**config.mk**
```make
export PLATFORM = sky130hd
export DESIGN_NAME = ps2_host_tx
export DESIGN_NICKNAME = d
export VERILOG_FILES = /design/src/rtl/ps2_host_tx.sv
export SDC_FILE = /design/constraint.sdc
export NUM_CORES = 1
export LEC_CHECK = 0
export CORE_ASPECT_RATIO = 1.4
export CORE_MARGIN = 2
export CORE_UTILIZATION = 45
export DETAILED_ROUTE_END_ITERATION = 10
export GPL_TIMING_DRIVEN = 0
export PLACE_DENSITY = 0.68
export SLEW_MARGIN = 20
export SYNTH_ARGS = -nofsm -noshare
export SYNTH_HDL_FRONTEND = slang
export SYNTH_SLANG_ARGS = --single-unit
```
**constraint.sdc**
```tcl
create_clock -name i_clk -period 3.7 [get_ports i_clk]
set_input_delay 0.74 -clock i_clk [delete_from_list [all_inputs] [get_ports i_clk]]
set_output_delay 0.74 -clock i_clk [all_outputs]
set_load 0.005 [all_outputs]
```
**src/rtl/ps2_host_tx.sv**
```systemverilog
// Host-to-device PS/2 transmitter: one command byte out over open-drain clock/data pull-low enables.
// Latency: INHIBIT_CYCLES of clock inhibit, then 11 device clock falling edges, then bus-idle wait.
// Backpressure: o_tx_ready only in IDLE; i_tx_valid while busy is ignored (no queue).
//
// Ports:
//   i_clk, i_rst_n               system clock, asynchronous active-low reset
//   i_tx_data/i_tx_valid/o_tx_ready  command byte handshake (accept = valid && ready)
//   o_busy                       high in every state except IDLE (receive path must ignore the bus)
//   o_done / o_error             1-cycle pulses: byte ACKed / transfer aborted
//   o_err_code                   01 timeout, 10 NACK; held until the next accepted request
//   i_sclk, i_data               PS/2 lines (asynchronous, synchronised here)
//   o_sclk_oe, o_data_oe         1 = pull the corresponding line low
// Optional build macro: PS2_TX_RETRY_EN (resend the latched byte once after a NACK or timeout).
module ps2_host_tx #(
    parameter int INHIBIT_CYCLES = 5000,
    parameter int TIMEOUT_CYCLES = 1_000_000
) (
    input  logic       i_clk,
    input  logic       i_rst_n,
    input  logic [7:0] i_tx_data,
    input  logic       i_tx_valid,
    output logic       o_tx_ready,
    output logic       o_busy,
    output logic       o_done,
    output logic       o_error,
    output logic [1:0] o_err_code,
    input  logic       i_sclk,
    input  logic       i_data,
    output logic       o_sclk_oe,
    output logic       o_data_oe
);

    localparam int CNT_MAX = (INHIBIT_CYCLES > TIMEOUT_CYCLES) ? INHIBIT_CYCLES : TIMEOUT_CYCLES;
    localparam int CNT_W   = $clog2(CNT_MAX + 1);
    localparam logic [CNT_W-1:0] INH_LAST = CNT_W'(INHIBIT_CYCLES - 1);
    localparam logic [CNT_W-1:0] TMO_LAST = CNT_W'(TIMEOUT_CYCLES - 1);

    // Each post-REQ state is named for what its exiting falling edge puts on the wire,
    // so REQ..ACK consume exactly 11 device clock falling edges.
    localparam logic [2:0] S_IDLE      = 3'd0;
    localparam logic [2:0] S_INHIBIT   = 3'd1;
    localparam logic [2:0] S_REQ       = 3'd2;
    localparam logic [2:0] S_DATA      = 3'd3;
    localparam logic [2:0] S_PARITY    = 3'd4;
    localparam logic [2:0] S_STOP      = 3'd5;
    localparam logic [2:0] S_ACK       = 3'd6;
    localparam logic [2:0] S_WAIT_IDLE = 3'd7;

    localparam logic [1:0] ERR_NONE    = 2'b00;
    localparam logic [1:0] ERR_TIMEOUT = 2'b01;
    localparam logic [1:0] ERR_NACK    = 2'b10;

    logic [2:0]       sclk_sync_q, sclk_sync_d;   // [1] = synced, [2] = previous synced
    logic [1:0]       data_sync_q, data_sync_d;
    logic [2:0]       state_q, state_d;
    logic [CNT_W-1:0] cnt_q, cnt_d;               // inhibit timer, then edge-to-edge timeout
    logic [8:0]       tx_q, tx_d;                 // {parity, byte} latched at accept
    logic [8:0]       shift_q, shift_d;
    logic [2:0]       bit_cnt_q, bit_cnt_d;
    logic             sclk_oe_q, sclk_oe_d;
    logic             data_oe_q, data_oe_d;
    logic             done_q, done_d;
    logic             error_q, error_d;
    logic [1:0]       err_code_q, err_code_d;
`ifdef PS2_TX_RETRY_EN
    logic             retry_q, retry_d;
`endif

    logic             sclk_s, data_s, sclk_fall;
    logic             fail;
    logic [1:0]       fail_code;
    logic [CNT_W-1:0] cnt_inc;

    assign sclk_s    = sclk_sync_q[1];
    assign data_s    = data_sync_q[1];
    assign sclk_fall = sclk_sync_q[2] & ~sclk_sync_q[1];
    assign cnt_inc   = cnt_q + CNT_W'(1);

    always_comb begin
        sclk_sync_d = {sclk_sync_q[1:0], i_sclk};
        data_sync_d = {data_sync_q[0], i_data};
        state_d     = state_q;
        cnt_d       = cnt_q;
        tx_d        = tx_q;
        shift_d     = shift_q;
        bit_cnt_d   = bit_cnt_q;
        sclk_oe_d   = sclk_oe_q;
        data_oe_d   = data_oe_q;
        done_d      = 1'b0;
        error_d     = 1'b0;
        err_code_d  = err_code_q;
        fail        = 1'b0;
        fail_code   = ERR_NONE;
`ifdef PS2_TX_RETRY_EN
        retry_d     = retry_q;
`endif

        // Edge-to-edge watchdog; a falling edge in the expiry cycle still wins.
        if (state_q != S_IDLE && state_q != S_INHIBIT) begin
            if (sclk_fall) begin
                cnt_d = '0;
            end else if (cnt_q == TMO_LAST) begin
                fail      = 1'b1;
                fail_code = ERR_TIMEOUT;
            end else begin
                cnt_d = cnt_inc;
            end
        end

        case (state_q)
            S_IDLE: begin
                sclk_oe_d = 1'b0;
                data_oe_d = 1'b0;
                if (i_tx_valid) begin
                    tx_d       = {~^i_tx_data, i_tx_data};
                    err_code_d = ERR_NONE;
                    state_d    = S_INHIBIT;
                    cnt_d      = '0;
                    sclk_oe_d  = 1'b1;
                    data_oe_d  = (INHIBIT_CYCLES == 1);
`ifdef PS2_TX_RETRY_EN
                    retry_d    = 1'b0;
`endif
                end
            end
            S_INHIBIT: begin
                if (!sclk_oe_q) begin
                    // Entered from a retry with both lines released; start holding the clock.
                    sclk_oe_d = 1'b1;
                    data_oe_d = (INHIBIT_CYCLES == 1);
                end else if (cnt_q == INH_LAST) begin
                    state_d   = S_REQ;
                    sclk_oe_d = 1'b0;
                    cnt_d     = '0;
                    shift_d   = tx_q;
                end else begin
                    cnt_d = cnt_inc;
                    // Start bit goes low in the final inhibit cycle, while the clock is still held.
                    if (cnt_inc == INH_LAST) data_oe_d = 1'b1;
                end
            end
            S_REQ: begin
                if (sclk_fall) begin
                    data_oe_d = ~shift_q[0];
                    shift_d   = {1'b0, shift_q[8:1]};
                    bit_cnt_d = 3'd1;
                    state_d   = S_DATA;
                end
            end
            S_DATA: begin
                if (sclk_fall) begin
                    data_oe_d = ~shift_q[0];
                    shift_d   = {1'b0, shift_q[8:1]};
                    if (bit_cnt_q == 3'd7) state_d = S_PARITY;
                    else                   bit_cnt_d = bit_cnt_q + 3'd1;
                end
            end
            S_PARITY: begin
                if (sclk_fall) begin
                    data_oe_d = ~shift_q[0];   // parity bit is all that is left in the shifter
                    state_d   = S_STOP;
                end
            end
            S_STOP: begin
                if (sclk_fall) begin
                    data_oe_d = 1'b0;          // stop bit = released line
                    state_d   = S_ACK;
                end
            end
            S_ACK: begin
                if (sclk_fall) begin
                    if (!data_s) begin
                        state_d = S_WAIT_IDLE;
                    end else begin
                        fail      = 1'b1;
                        fail_code = ERR_NACK;
                    end
                end
            end
            S_WAIT_IDLE: begin
                if (sclk_s && data_s) begin
                    state_d = S_IDLE;
                    done_d  = 1'b1;
                end
            end
            default: begin
                state_d   = S_IDLE;
                sclk_oe_d = 1'b0;
                data_oe_d = 1'b0;
            end
        endcase

        if (fail) begin
            sclk_oe_d = 1'b0;
            data_oe_d = 1'b0;
            cnt_d     = '0;
            done_d    = 1'b0;
`ifdef PS2_TX_RETRY_EN
            if (!retry_q) begin
                retry_d = 1'b1;
                state_d = S_INHIBIT;
            end else begin
                state_d    = S_IDLE;
                error_d    = 1'b1;
                err_code_d = fail_code;
            end
`else
            state_d    = S_IDLE;
            error_d    = 1'b1;
            err_code_d = fail_code;
`endif
        end
    end

    always_ff @(posedge i_clk or negedge i_rst_n) begin
        if (!i_rst_n) begin
            sclk_sync_q <= 3'b111;
            data_sync_q <= 2'b11;
            state_q     <= S_IDLE;
            cnt_q       <= '0;
            tx_q        <= '0;
            shift_q     <= '0;
            bit_cnt_q   <= '0;
            sclk_oe_q   <= 1'b0;
            data_oe_q   <= 1'b0;
            done_q      <= 1'b0;
            error_q     <= 1'b0;
            err_code_q  <= ERR_NONE;
        end else begin
            sclk_sync_q <= sclk_sync_d;
            data_sync_q <= data_sync_d;
            state_q     <= state_d;
            cnt_q       <= cnt_d;
            tx_q        <= tx_d;
            shift_q     <= shift_d;
            bit_cnt_q   <= bit_cnt_d;
            sclk_oe_q   <= sclk_oe_d;
            data_oe_q   <= data_oe_d;
            done_q      <= done_d;
            error_q     <= error_d;
            err_code_q  <= err_code_d;
        end
    end

`ifdef PS2_TX_RETRY_EN
    always_ff @(posedge i_clk or negedge i_rst_n) begin
        if (!i_rst_n) retry_q <= 1'b0;
        else          retry_q <= retry_d;
    end
`endif

    assign o_tx_ready = (state_q == S_IDLE);
    assign o_busy     = (state_q != S_IDLE);
    assign o_done     = done_q;
    assign o_error    = error_q;
    assign o_err_code = err_code_q;
    assign o_sclk_oe  = sclk_oe_q;
    assign o_data_oe  = data_oe_q;

endmodule

```
==> metrics, run 1 <==
status finished, final reports clean; die area 0.00777 sq mm; Critical path origin cnt_q[6]; non-filler instance count after layout 453; grt met1 use 0.256; max cap viols 0; Distinct cells, synth 52; hold slack 360 ps; grt total ovfl 0; Primary FF master, synth dfrtp_1; global-route wire length before repair 12,500 microns; share of the synthesized area in the top cell type 0.393; height of the die 104 microns; post-route ant nets 0; Flop pwr share 0.380; post-CTS setup buffer count 0; CTS Buf Count 5; total core area 0.00689 sq mm; initial antenna violation count 0; clk slew on worst S/H paths 90 ps; Cell Pwr Density 657 mW/mm^2; CP startpoint kind flip-flop; met3 GRT Util 0.0311; post-route minimum period 2980 ps; yosys warns 0; GR peak layer met2; pin count of the biggest net entering global routing 56; CTS Hold Buffers Added 0; worst path arrival time 3150 ps; met2 GRT Util 0.342; Initial Util 0.462; post-route clock period utilization 0.804; Hold Vio Cnt, Final 0; Seq/Total Area, Yosys 0.434; most frequent cells in the layout dfrtp_1 (50), nand2_1 (30), a21oi_1 (23); critical path's slowest cell or4_1; Area growth, synth to finish 12.7%; Slew Limit Fails 0; Clk Latency, worst-skew pair 320 ps; critical path's largest stage delay 580 ps; cts repair resizes 0; Area contributors post-synth dfrtp_1 (39%), mux2_2 (6.0%), dfstp_2 (4.1%), mux2_4 (3.8%), a21oi_1 (3.6%); Post-Place Cells 445; flop-to-flop setup slack 720 ps; WHS Path Cells 0; dpl hpwl 5380 microns; commonest non-fill, non-tap cell in the layout dfrtp_1; share of cells above drive strength 1 0.154; Synth area leader dfrtp_1; clock network power share 0.143; CP Max Fanout 10; vias in the first global route 2,595; maximum vdd drop 0.330 mV; pin slew with the least headroom to its limit 720 ps; cells along the critical path buf_6, or4b_4, or4_1, or3_1, nand2_1, buf_2, a211oi_1; DRT iter0 DRCs 172; GRT Util Overall 0.204; startpoint of the worst hold path sclk_sync_q[0]; Sw Share 0.387; H-tree Lvls 2; slew margin rel. 0.520; RD Place Congestion 0.860; Total Power 2.36 mW; Reg area 0.00138 sq mm; ys async rst share 1.00; Min-Delay Path Class flip-flop to flip-flop; # port buffers 20; synthesized area 0.00318 sq mm; footprint of the multi-input gates 0.00168 sq mm; Int Pwr 1.44 mW; clock sink total 55; critical path depth 7; CP bufs+invs 2; RSZ-0062 raised after global routing no; CP Capture Type flip-flop; IO Pins 21; switching pwr 0.913 mW; final setup fails 0; reg-to-reg startpoint cnt_q[6]; ant diodes 0; Syn Area/Cell 9.65 sq um; post-synthesis register bit count 55; Post-synth EDFFs 0; vias per inst 5.72; R2R depth 7; critical path type flip-flop to flip-flop; Initial DRT Pass Iterations 4; die width 75.1 microns; Root Driver clkbuf_8; wire per inst 16.0 microns; detailed-route DRC error count 0; CTS tree yes; Max Clock Skew 9.58 ps; critical path data required time 3870 ps; Leakage 1.49 nW; std cell rows 36; final WL 7270 microns; Nets 374; Synthesized Nets 347; Mapped Cells 330; Bufs on Longest Clock Path 2; fillers 656; cell family with most CP delay simple AND/OR/NAND/NOR gates; Fmax achieved 336 MHz; Gate power share 0.478; Vias 2,590; setup tns final 0 ps
## per-stage QoR
step / setup WS [ps] / util / instance area (sq um)
6_report: 723 / 0.521 / 3590
5_1_grt: 653 / 0.521 / 3590
4_1_cts: 735 / 0.521 / 3590
3_5_place_dp: 756 / 0.508 / 3500
3_3_place_gp: 134 / 0.508 / 3500
2_1_floorplan: 1050 / - / 3180
## routing by layer
metal | vias to the layer above | share of wire | wire [microns]
met1 | 1260 | 0.42 | 3040
met3 | 18 | 0.038 | 279
li1 | 1255 | - | -
met2 | 57 | 0.51 | 3730
met5 | - | 0 | 0
met4 | 0 | 0.030 | 221
## registers in the layout, summed over array words and instances (netlist names), 2 cells and up
name	cells
state_q	3
cnt_q	20
bit_cnt_q	3
o_err_code	2
sclk_sync_q	3
shift_q	9
tx_q	9
data_sync_q	2
## logic make-up (layout without fill, tap and decap cells)
kind of cell / after synthesis / after routing / synth area share
AND/OR/NAND/NOR: 123 / 123 / 0.201
AO/OA/AOI/OAI: 76 / 76 / 0.159
flip-flops: 55 / 55 / 0.434
buffers and inverters: 28 / 56 / 0.0389
multiplexers: 27 / 27 / 0.104
XOR/XNOR: 17 / 17 / 0.0468
adder cells (fa/ha/maj): 4 / 4 / 0.0157
## cells in the mapped netlist, types with 3 or more instances
cell type / instances
dfrtp_1: 50
nand2_1: 30
a21oi_1: 23
clkbuf_1: 18
nor2_1: 18
mux2_2: 17
nand3_1: 17
o21ai_0: 14
xnor2_1: 13
nand4_1: 10
nor3_1: 10
mux2_4: 8
nand2b_1: 8
and3_1: 7
a22o_1: 5
a31oi_1: 5
dfstp_2: 5
inv_1: 5
o31ai_1: 5
or2_2: 5
a311oi_1: 4
ha_1: 4
xor2_1: 4
buf_2: 3
nor2b_1: 3
or3_1: 3
## cell type report
cell class	instances	area share
buffer	23	0.0293
clock buffer	5	0.0192
clock inverter	3	0.00558
inverter	5	0.00523
multi-input combinational	247	0.467
sequential	55	0.385
tap	95	0.0331
timing repair buffer	20	0.0551
## power groups by stage
stage          combinational [mW]  sequential, mW  clock [mW]
2_1_floorplan               0.839           0.877           0
3_3_place_gp                 1.10           0.900           0
3_5_place_dp                 1.12           0.909           0
4_1_cts                      1.13           0.895       0.351
5_1_grt                      1.26           0.918       0.379
6_report                     1.13           0.895       0.336
## worst paths after layout
check | endpoint
max | cnt_q[0]
max reg2reg | cnt_q[0]
min reg2reg | sclk_sync_q[1]
min | sclk_sync_q[1]
min in group asynchronous | bit_cnt_q[2]
max in group asynchronous | cnt_q[1]
## worst register-to-register path, stage by stage (launching register included)
cell      delay, ps
dfrtp_1         390
buf_6           140
or4b_4          530
or4_1           580
or3_1           450
nand2_1         320
buf_2           360
a211oi_1         80
No activity file was read; power rests on OpenSTA's default activity.
==> run 2, diff against run 1 <==
==> constraint.sdc (replaced) <==
create_clock -name i_clk -period 2.75 [get_ports i_clk]
set_input_delay 0.55 -clock i_clk [delete_from_list [all_inputs] [get_ports i_clk]]
set_output_delay 0.55 -clock i_clk [all_outputs]
set_load 0.005 [all_outputs]
==> metrics, run 2 (synthesis gave the netlist of run 1 again) <==
status finished, final reports clean; fillers 648 (-1.2%); global-route wire length before repair 12,600 microns (+0.78%); vias per inst 5.73 (+0.19%); R2R depth 8 (+1); grt total ovfl 0 (unchanged); Top reg by flops cnt_q; clock sink total 55 (unchanged); std cell rows 36 (unchanged); setup tns final 0 ps (unchanged); slew margin rel. 0.532 (+0.0126); Slew Limit Fails 0 (unchanged); footprint of the multi-input gates 0.00170 sq mm (+1.6%); Vias 2,635 (+1.7%); Total Power 3.22 mW (+37%); Min-Delay Path Class input pin to async pin; RSZ-0062 raised after global routing yes; die width 75.1 microns (unchanged); Max Clock Skew 9.30 ps (-0.283 ps); share of cells above drive strength 1 0.189 (+0.0354); Root Driver clkbuf_8; post-route clock period utilization 0.984 (+0.180); DRT iter0 DRCs 162 (-5.8%); reg-to-reg startpoint cnt_q[6]; GR peak layer met2; max FFs per register 20 (unchanged); Initial Util 0.462 (unchanged); RD Place Congestion 0.860 (unchanged); wire per inst 16.4 microns (+2.0%); CTS Hold Buffers Added 0 (unchanged); clk slew on worst S/H paths 100 ps (about the same); post-route ant nets 0 (unchanged); Fmax achieved 369 MHz (+10%); pin count of the biggest net entering global routing 56 (unchanged); most frequent cells in the layout dfrtp_1 (49), nand2_1 (28), a21oi_1 (23); Post-Place Cells 445 (unchanged); Clk Latency, worst-skew pair 320 ps (about the same); non-filler instance count after layout 460 (+1.5%); commonest non-fill, non-tap cell in the layout dfrtp_1; final WL 7530 microns (+3.6%); flop-to-flop setup slack 40 ps (-680 ps); critical path data required time 2960 ps (-910 ps); final setup fails 0 (unchanged); Hold Vio Cnt, Final 0 (unchanged); Largest regs cnt_q (20), shift_q (9), tx_q (9); CP startpoint kind flip-flop; worst path arrival time 2910 ps (-240 ps); initial antenna violation count 0 (unchanged); pin slew with the least headroom to its limit 701 ps (-18.9 ps); met3 GRT Util 0.0311 (unchanged); Nets 381 (+1.9%); CTS tree yes; Leakage 1.54 nW (+3.0%); GRT Util Overall 0.206 (+0.00214); post-route minimum period 2710 ps (-269 ps); maximum vdd drop 0.447 mV (+35%); grt met1 use 0.256 (unchanged); # port buffers 20 (unchanged); Reg area 0.00138 sq mm (about the same); vias in the first global route 2,627 (+1.2%); dpl hpwl 5380 microns (unchanged); met2 GRT Util 0.345 (+0.00313); hold slack 274 ps (-86.7 ps); critical path type flip-flop to flip-flop; total core area 0.00689 sq mm (unchanged); Final Util 0.534 (+0.0134); IO Pins 21 (unchanged); ant diodes 0 (unchanged); Area growth, synth to finish 15.6%; CTS Buf Count 5 (unchanged); CP Max Fanout 6 (-4); detailed-route DRC error count 0 (unchanged); die area 0.00777 sq mm (unchanged); CP Capture Type flip-flop; height of the die 104 microns (unchanged); Bufs on Longest Clock Path 2 (unchanged); H-tree Lvls 2 (unchanged); reg-to-reg endpoint shift_q[6]; Cell Pwr Density 874 mW/mm^2 (+33%); max cap viols 0 (unchanged); Initial DRT Pass Iterations 4 (unchanged)
run 2: cell count changes in the layout (fill, tap and decap cells not counted), sizes merged:
cell,delta
buf,+7
run 2: critical path, stage by stage, from the launching register on:
cell	delay (ps)
dfrtp_1	390
buf_6	130
or4b_4	480
or4_4	520
or2_4	280
o31ai_2	170
nand2b_1	150
buf_4	190
mux2_4	290
run 2: area by class of cell:
| class | count | share of cell area |
|---|---|---|
| flip-flops and latches | 55 | 0.376 |
| inverters | 5 | 0.00510 |
| well taps | 95 | 0.0323 |
| clock buffers | 5 | 0.0187 |
| repair buffers | 28 | 0.0700 |
| plain buffers | 22 | 0.0299 |
| clock inverters | 3 | 0.00544 |
| multi-input cells | 247 | 0.463 |
run 2: metal layers:
layer	share of wire	vias up
li1	-	1269
met1	0.40	1262
met2	0.52	83
met3	0.043	21
met4	0.032	0
met5	0	-
run 2: how the worst max path moves through the flow:
stage | depth (start not counted) | endpoint | startpoint
2_1_floorplan | 8 | shift_q[0] | cnt_q[6]
3_3_place_gp | 1 | cnt_q[10] | i_rst_n
3_5_place_dp | 7 | cnt_q[9] | cnt_q[6]
4_1_cts | 8 | shift_q[4] | cnt_q[6]
5_1_grt | 7 | o_data_oe | cnt_q[7]
6_report | 8 | shift_q[6] | cnt_q[6]
run 2: stage by stage:
stage               area [sq um]  worst slack (ps)
CTS                         3630              8.82
floorplan                   3180               101
detailed placement          3500              -194
global placement            3500              -626
global route                3680             -5.32
finish                      3680              42.9
run 2: repair_timing:
action | CTS | global route
cloned | 0 | 1
endpoints found under the hold margin | 0 | 0
endpoints found under the setup margin | 29 | 13
gates resized for setup | 9 | 6
pin swaps | 2 | 4
buffers inserted | 2 | 5
run 2: power by group:
| group | total (mW) | switching (mW) | internal, mW |
|---|---|---|---|
| logic | 1.56 | 0.824 | 0.737 |
| registers | 1.20 | 0.149 | 1.05 |
| clock network | 0.454 | 0.276 | 0.178 |
